<file path="config.mk">
export PLATFORM = sky130hd
export DESIGN_NAME = prime_candidate_search_flat
export DESIGN_NICKNAME = d
export VERILOG_FILES = /design/src/rtl/prime_candidate_search_if.sv /design/src/rtl/prime_candidate_search.sv /design/src/flat_wrapper.sv
export SDC_FILE = /design/constraint.sdc
export NUM_CORES = 1
export LEC_CHECK = 0
export CAP_MARGIN = 10
export CORE_MARGIN = 10
export CORE_UTILIZATION = 40
export DETAILED_ROUTE_END_ITERATION = 7
export PLACE_DENSITY = 0.69
export RECOVER_POWER = 25
export SLEW_MARGIN = 20
export SYNTH_ARGS = -nofsm -noshare
export SYNTH_HDL_FRONTEND = slang
export SYNTH_SLANG_ARGS = --single-unit
export TNS_END_PERCENT = 5
</file>
<file path="constraint.sdc">
create_clock -name clk -period 2.05 [get_ports clk]
set_input_delay 0.205 -clock clk [delete_from_list [all_inputs] [get_ports clk]]
set_output_delay 0.205 -clock clk [all_outputs]
set_load 0.005 [all_outputs]
</file>
<file path="src/rtl/prime_candidate_search_if.sv">
// Handshake bundle between the prime search controller, its PRNG and tester.
// master drives the requests/tester replies, slave is the controller.
interface prime_candidate_search_if #(
  parameter int WIDTH = 272,
  parameter int CHUNK = 16,
  parameter int TRY_W = 16
);
  logic             start;
  logic             busy;
  logic             done;
  logic             found;
  logic [WIDTH-1:0] prime_out;
  logic [TRY_W-1:0] tries;
  logic [CHUNK-1:0] rand_in;
  logic [WIDTH-1:0] cand;
  logic             test_start;
  logic             test_finish;
  logic             test_prime;

  modport master (
    output start, rand_in, test_finish, test_prime,
    input  busy, done, found, prime_out, tries, cand, test_start
  );

  modport slave (
    input  start, rand_in, test_finish, test_prime,
    output busy, done, found, prime_out, tries, cand, test_start
  );
endinterface

</file>
<file path="src/rtl/prime_candidate_search.sv">
// Prime search controller: fills a random odd candidate chunk by chunk,
// launches the external tester and retries until prime or out of tries.
module prime_candidate_search #(
  parameter int WIDTH     = 272,
  parameter int CHUNK     = 16,
  parameter int MAX_TRIES = 1024,
  parameter int TRY_W     = 16,
  parameter int FORCE_MSB = 1
) (
  input logic clk,
  input logic reset,
  prime_candidate_search_if.slave bus
);
  localparam int NCHUNK = (WIDTH + CHUNK - 1) / CHUNK;
  localparam int CW     = (NCHUNK > 1) ? $clog2(NCHUNK) : 1;
  localparam int EXT_W  = NCHUNK * CHUNK;

  typedef enum logic [2:0] {
    S_IDLE,
    S_FILL,
    S_LAUNCH,
    S_WAIT,
    S_DONE
  } state_e;

  state_e           state_q, state_d;
  logic [CW-1:0]    chunk_q, chunk_d;
  logic [WIDTH-1:0] cand_q, cand_d;
  logic [WIDTH-1:0] prime_q, prime_d;
  logic             found_q, found_d;
  logic [TRY_W-1:0] tries_q, tries_d;
  logic [EXT_W-1:0] ext;

  always_ff @(posedge clk) begin
    if (reset) begin
      state_q <= S_IDLE;
      chunk_q <= '0;
      cand_q  <= '0;
      prime_q <= '0;
      found_q <= 1'b0;
      tries_q <= '0;
    end else begin
      state_q <= state_d;
      chunk_q <= chunk_d;
      cand_q  <= cand_d;
      prime_q <= prime_d;
      found_q <= found_d;
      tries_q <= tries_d;
    end
  end

  always_comb begin
    state_d = state_q;
    chunk_d = chunk_q;
    cand_d  = cand_q;
    prime_d = prime_q;
    found_d = found_q;
    tries_d = tries_q;
    ext     = '0;
    ext[WIDTH-1:0] = cand_q;
    unique case (state_q)
      S_IDLE: begin
        if (bus.start) begin
          state_d = S_FILL;
          tries_d = '0;
          found_d = 1'b0;
          chunk_d = '0;
        end
      end
      S_FILL: begin
        // Padding above WIDTH in ext swallows the dropped top bits.
        for (int k = 0; k < NCHUNK; k++) begin
          if (chunk_q == CW'(k)) ext[k*CHUNK +: CHUNK] = bus.rand_in;
        end
        cand_d = ext[WIDTH-1:0];
        if (chunk_q == CW'(NCHUNK - 1)) begin
          cand_d[0] = 1'b1;
          if (FORCE_MSB != 0) cand_d[WIDTH-1] = 1'b1;
          state_d = S_LAUNCH;
        end else begin
          chunk_d = chunk_q + CW'(1);
        end
      end
      S_LAUNCH: begin
        tries_d = tries_q + TRY_W'(1);
        state_d = S_WAIT;
      end
      S_WAIT: begin
        if (bus.test_finish) begin
          if (bus.test_prime) begin
            prime_d = cand_q;
            found_d = 1'b1;
            state_d = S_DONE;
          end else if (tries_q == TRY_W'(MAX_TRIES)) begin
            state_d = S_DONE;
          end else begin
            chunk_d = '0;
            state_d = S_FILL;
          end
        end
      end
      S_DONE: state_d = S_IDLE;
      default: state_d = S_IDLE;
    endcase
  end

  assign bus.busy       = (state_q != S_IDLE) & ~reset;
  assign bus.done       = (state_q == S_DONE) & ~reset;
  assign bus.test_start = (state_q == S_LAUNCH) & ~reset;
  assign bus.found      = found_q;
  assign bus.prime_out  = prime_q;
  assign bus.tries      = tries_q;
  assign bus.cand       = cand_q;
endmodule

</file>
<file path="src/flat_wrapper.sv">
// flat-port wrapper written by rule: the top's interface ports become plain ports
module prime_candidate_search_flat 
#(
  parameter int WIDTH     = 272,
  parameter int CHUNK     = 16,
  parameter int MAX_TRIES = 1024,
  parameter int TRY_W     = 16,
  parameter int FORCE_MSB = 1
)
  (clk, reset, bus_start, bus_rand_in, bus_test_finish, bus_test_prime, bus_busy, bus_done, bus_found, bus_prime_out, bus_tries, bus_cand, bus_test_start);
  prime_candidate_search_if #(.WIDTH(WIDTH), .CHUNK(CHUNK), .TRY_W(TRY_W)) bus_i ();
  input logic clk;
  input logic reset;
  input wire logic [$bits(bus_i.start)-1:0] bus_start;
  input wire logic [$bits(bus_i.rand_in)-1:0] bus_rand_in;
  input wire logic [$bits(bus_i.test_finish)-1:0] bus_test_finish;
  input wire logic [$bits(bus_i.test_prime)-1:0] bus_test_prime;
  output wire logic [$bits(bus_i.busy)-1:0] bus_busy;
  output wire logic [$bits(bus_i.done)-1:0] bus_done;
  output wire logic [$bits(bus_i.found)-1:0] bus_found;
  output wire logic [$bits(bus_i.prime_out)-1:0] bus_prime_out;
  output wire logic [$bits(bus_i.tries)-1:0] bus_tries;
  output wire logic [$bits(bus_i.cand)-1:0] bus_cand;
  output wire logic [$bits(bus_i.test_start)-1:0] bus_test_start;
  assign bus_i.start = bus_start;
  assign bus_i.rand_in = bus_rand_in;
  assign bus_i.test_finish = bus_test_finish;
  assign bus_i.test_prime = bus_test_prime;
  assign bus_busy = bus_i.busy;
  assign bus_done = bus_i.done;
  assign bus_found = bus_i.found;
  assign bus_prime_out = bus_i.prime_out;
  assign bus_tries = bus_i.tries;
  assign bus_cand = bus_i.cand;
  assign bus_test_start = bus_i.test_start;
  prime_candidate_search #(.WIDTH(WIDTH), .CHUNK(CHUNK), .MAX_TRIES(MAX_TRIES), .TRY_W(TRY_W), .FORCE_MSB(FORCE_MSB)) u_core (.clk(clk), .reset(reset), .bus(bus_i));
endmodule
</file>
-- After elaboration in Yosys (flattened, before gate mapping)
Index checks and enable logic that the tools add are counted.
- register bits after elaboration: 569
- latch bits: 0
- bits in writable memories: 0
- ROM bits: 0
- output and inout port bits: 564
- logic and storage cells: 109
- memories: 0
- add/subtract/negate cells: 2
- multipliers: 0
- divide/modulo/power cells: 0
- $lt $le $gt $ge: 0
- equal/unequal tests: 28
- shift-type cells: 0
- mux-type cells: 21
- bitwise gates (word level): 4
- reduce and logical (&&, ||, !) cells: 30
- operator list (operator ; count):
    5-bit by 4-bit equality test with 1-bit output, second input constant ; 8
    2-bit AND reduction ; 19
    16-bit one-hot mux with 2 select lines ; 1
    5-bit 2-to-1 mux ; 5
    5-bit by 3-bit equality test with 1-bit output, second input constant ; 4
    16-bit by 1-bit adder with 16-bit output, second input constant ; 1
    16-bit by 11-bit equality test with 1-bit output, second input constant ; 1
    16-bit 2-to-1 mux ; 1
    3-bit 2-to-1 mux ; 5
    5-bit one-hot mux with 3 select lines ; 1
    2-bit != test, second input constant ; 6
    3-bit one-hot mux with 4 select lines ; 1
    5-bit by 2-bit equality test with 1-bit output, second input constant ; 2
    3-bit by 2-bit equality test with 1-bit output, second input constant ; 2
    1-bit 2-to-1 mux ; 6
    3-bit AND reduction ; 2
    6-bit AND reduction ; 1
    2-bit nonzero test ; 3
    3-bit nonzero test ; 2
    5-bit by 1-bit adder with 5-bit output, second input constant ; 1
    5-bit by 1-bit equality test with 1-bit output, second input constant ; 1
    5-bit equality test, second input constant ; 1
    5-bit zero test ; 1
    4-bit AND reduction ; 1
    7 further kinds ; 9

-- Logic depth before layout (Yosys ltp)
- depth in word-level cells: 5
- depth in mapped cells: 8

-- Least setup slack after synthesis
Ideal clock, no wire load.
- path kind: register to register
- start point: register u_core.tries_q[0] (netlist: u_core.bus.tries[0])
- end point: register u_core.tries_q[14] (netlist: u_core.bus.tries[14])
- setup time: 0.070 ns
- arrival time: 1.807 ns
- data required time: 1.980 ns
- setup slack: 0.173 ns
- stages on the path, launching flop included: 6
- path buffers: 0
- period minus slack after synthesis: 1.877 ns
- cell sequence: dfxtp_1 > ha_1 > nand2_1 > or3_4 > or4_1 > a21oi_1
- word-level cells in the longest chain between the ends: 2
- ends and longest elaborated chain (item ; line ; text):
    start, declared ; prime_candidate_search.sv:31 ; logic [TRY_W-1:0] tries_q, tries_d;
    start signal, assigned ; prime_candidate_search.sv:48 ; tries_q <= tries_d;
    16-bit by 1-bit adder with 16-bit output ; prime_candidate_search.sv:85 ; tries_d = tries_q + TRY_W'(1);
    16-bit one-hot mux with 2 select lines ; prime_candidate_search.sv:61 ; unique case (state_q)
Every way passes these cells.
A chain may end at the register's enable or synchronous reset.

-- Worst setup path in the final report
- start point: register u_core.chunk_q[1]
- end point: register u_core.chunk_q[4]
- word-level cells in the longest chain between the ends: 3
- elaborated cells between the ends (all ways): 6
- classes of those cells: add/sub (1); eq/ne (2); mux (2); reduce/logical (1)
- ends and longest elaborated chain (item ; line ; text):
    start, declared ; prime_candidate_search.sv:27 ; logic [CW-1:0] chunk_q, chunk_d;
    start signal, assigned ; prime_candidate_search.sv:44 ; chunk_q <= chunk_d;
    5-bit by 1-bit adder with 5-bit output / 5-bit equality test (equally long branches) ; prime_candidate_search.sv:81, prime_candidate_search.sv:76 ;
    5-bit 2-to-1 mux / 2-bit != test (equally long branches) ; - ;
    5-bit one-hot mux with 3 select lines / 6-bit AND reduction (equally long branches) ; - ;
Parallel ways exist; a longest one is shown, timed or not. The select of a mux whose other input is x is not followed.

==> impl_summary.log <==
[metrics] dominant cell by count in the synthesized netlist: nand2_1
[metrics] final critical-path share of the clock period: 94.9%
[metrics] origin of the worst setup path: u_core.chunk_q[1]
[metrics] most common library cells after synthesis: 624 x nand2_1, 569 x dfxtp_1, 318 x a21oi_1, 257 x nor2_1, 240 x mux2i_1
[metrics] sequential power share: 48.9%
[metrics] clock network power share: 47.9%
[metrics] Rel. slew slack: 44.3%
[metrics] number of routed nets with antenna violations: 0
[metrics] path depth of the worst reg2reg path: 6
[metrics] sequential cell area: 11400 um^2
[metrics] placeable core region: 50400 um^2
[metrics] CTS buffer count: 58
[metrics] data required time at the worst endpoint: 2540 ps
[metrics] Final Non-Filler Cells: 3582
[metrics] cell types with the largest area share after synthesis: dfxtp_1 56%, mux2i_1 12%, nand2_1 11%, a21oi_1 7.8%, nor2_1 4.7%
[metrics] total of warnings raised by yosys: 0
[metrics] Critical Path Source Type: flop
[metrics] portion of synthesized cell area occupied by the leading cell type: 55.7%
[metrics] placed inst area: 27300 um^2
[metrics] maximum level of the CTS H-tree: 2
[metrics] DRC Markers: 0
[metrics] register-to-register setup slack: 110 ps
[metrics] design internal power: 17.7 mW
[metrics] Critical Path End: u_core.chunk_q[4]
[metrics] syn nets: 2351
[metrics] clock transition at the registers of the reported paths: 60 ps
[metrics] LEAKAGE: 12.5 nW
[metrics] initial antenna violation count: 1
[metrics] maximum count of clock buffers along a single path: 3
[metrics] io pins: 585
[metrics] dpl cells: 3470
[metrics] Post-Synthesis Cells: 2323
[metrics] number of flops mapped to enable cells by yosys: 0
[metrics] Initial Util: 40.6%
[metrics] Vias/cell: 5.12
[metrics] Filler Cells Inserted: 4328
[metrics] summed instance area of the synthesized netlist: 20500 um^2
[metrics] vertical die dimension: 246 um
[metrics] crit path DAT: 2430 ps
[metrics] GRT Overall Usage: 24.1%
[metrics] Comb pwr share: 3.2%
[metrics] via count of the first global-routing pass: 17.8k
[metrics] reg2reg end: u_core.chunk_q[4]
[metrics] RSZ-0062 raised after global routing: false
[metrics] switching part of the total power: 22.1%
[metrics] Clock Sinks: 569
[metrics] sequential cell area fraction in the yosys report: 55.7%
[metrics] run status: complete, no violations
[metrics] worst-path maximum fanout: 7
[metrics] total wire length after detailed routing: 77200 um
[metrics] worst min-delay path category: in2reg
[metrics] Iteration-0 DRC Markers: 1377
[metrics] routed vias: 18.3k
[metrics] setup tns final: 0 ps
[metrics] FMAX: 514 MHz
[metrics] post-synthesis register bit count: 569
[metrics] Max-cap violations: 0
[metrics] worst setup path class: reg2reg
[metrics] final hold violations: 0
[metrics] P&R area growth vs syn: 42.9%
[metrics] final critical path time including I/O delays and setup: 1940 ps
[metrics] count of nets after finishing: 2889
[metrics] pin count of the biggest net entering global routing: 75
[metrics] number of buffer cells added on primary ports: 584
[metrics] total die area: 60600 um^2
[metrics] residual overflow from global routing: 0
[metrics] power per cell area: 779 nW/um^2
[metrics] dominant cell type by area after synthesis: dfxtp_1
[metrics] footprint of the multi-input gates: 8290 um^2
[metrics] number of pins exceeding their max-slew limit in the final report: 0
[metrics] net switching power: 5.03 mW
[metrics] Most used DFF post-synth: dfxtp_1
[metrics] clock tree from TritonCTS: done
[metrics] post-DR wirelength/cell: 21.6 um
[metrics] clock insertion delay at the later pin of the skew report: 620 ps
[metrics] reg-to-reg startpoint: u_core.chunk_q[1]
[metrics] distinct cell type count after synthesis: 52
[metrics] library cell used as clock root buffer: clkbuf_16
[metrics] slew at the pin closest to its max-slew limit: 836 ps
[metrics] DIE WIDTH: 246 um
[metrics] ys async rst share: 0%
[metrics] Detailed Routing Iterations Pass 1: 5
[metrics] global-route wire length before repair: 113000 um
[metrics] Fin Clk Skew: 19.8 ps
[metrics] final non-filler cell area: 29200 um^2
[metrics] mean post-synth cell area: 8.81 um^2
[metrics] Hold Path Cell Cnt: 3
[metrics] Setup violations, final: 0
[metrics] nature of the critical path endpoint: flop
[metrics] num rows: 82
[metrics] share of post-route cells with drive strength above 1: 7.25%
[metrics] DP Wirelength: 54300 um
[metrics] routability cong.: 0.834
[metrics] worst IR drop on VDD: 0.628 mV
layout make-up:
cell class / instances / area share (%)
well taps: 672 / 2.88
clock buffers: 84 / 5.71
inverters: 7 / 0.0899
repair buffers: 668 / 23.0
clock inverters: 24 / 1.04
multi-input cells: 1557 / 28.3
diodes: 1 / 0.00856
flip-flops and latches: 569 / 39.0
cells by family after synthesis:
family	share of synthesized area, %
AO/OA/AOI/OAI	8.68
AND/OR/NAND/NOR	19.4
multiplexers	12.0
buffers and inverters	3.80
flip-flops	55.7
adder cells (fa/ha/maj)	0.428
worst min path at each step:
stage / start / end / slack, ps
final: bus_rand_in[3] / u_core.bus.cand[243] / 170
after detailed placement: u_core.bus.prime_out[194] / u_core.bus.prime_out[194] / 450
after global placement: u_core.bus.prime_out[105] / u_core.bus.prime_out[105] / 440
after floorplan: bus_rand_in[15] / u_core.bus.cand[127] / 350
after global routing: bus_rand_in[3] / u_core.bus.cand[243] / 180
after CTS: bus_rand_in[3] / u_core.bus.cand[243] / 120
stage by stage:
step,worst slack [ps],utilization (%),hold WS [ps],power (mW)
2_1_floorplan,173,-,349,11.7
3_3_place_gp,155,54.1,441,12.1
3_5_place_dp,84.1,54.1,445,12.1
4_1_cts,47.9,58.1,120,22.9
5_1_grt,0.795,58.0,176,23.4
6_report,105,58.0,172,22.8
worst max-delay path, cell delays in order, from the launching register on:
cell and delay (ps):
dfxtp_1 430, inv_1 90, ha_1 200, and4bb_2 280, a22oi_1 190, o211a_2 290, mux2_1 340
registers in the layout, indices dropped and copies added, names as in the netlist:
name                  cells
u_core.chunk_q            5
u_core.state_q            3
u_core.bus.found          1
u_core.bus.cand         272
u_core.bus.prime_out    272
u_core.bus.tries         16
placed cells by master, fill, tap and decap left out, types with 9 or more instances in the layout:
master and n:
clkinv_2 11, clkbuf_1 16, a21oi_1 318, clkdlybuf4s50_1 359, nor2b_1 9, nand2_1 624
mux2i_1 240, clkbuf_16 59, dlygate4sd3_1 214, dfxtp_1 567, clkbuf_8 10, buf_4 49
nor3_1 9, buf_12 22, nor2_1 257
power groups by stage:
stage          Clock [mW]  Sequential, mW  Combinational (mW)
2_1_floorplan           0            11.4               0.367
3_3_place_gp            0            11.4               0.722
3_5_place_dp            0            11.4               0.729
4_1_cts              11.1            11.1               0.733
5_1_grt              11.5            11.1               0.773
6_report             10.9            11.1               0.734
per-layer routing:
metal | GRT usage, % | vias up | share of wire [%]
met5 | 0 | - | 0.016
met4 | 10.0 | 2 | 3.8
met3 | 7.44 | 159 | 9.4
met2 | 40.9 | 730 | 49
met1 | 27.8 | 8749 | 38
li1 | - | 8689 | -
repair_timing:
| action | 4_1_cts | 5_1_grt |
|---|---|---|
| hold buffers | 1 | 0 |
| buffers inserted | 1 | 1 |
| gates resized for setup | 8 | 0 |
| cloned | 0 | 0 |
| endpoints found under the setup margin | 3 | 16 |
| hold endpoints to repair | 23 | 0 |
| pin swaps | 0 | 1 |
No activity file was read; power rests on OpenSTA's default activity.
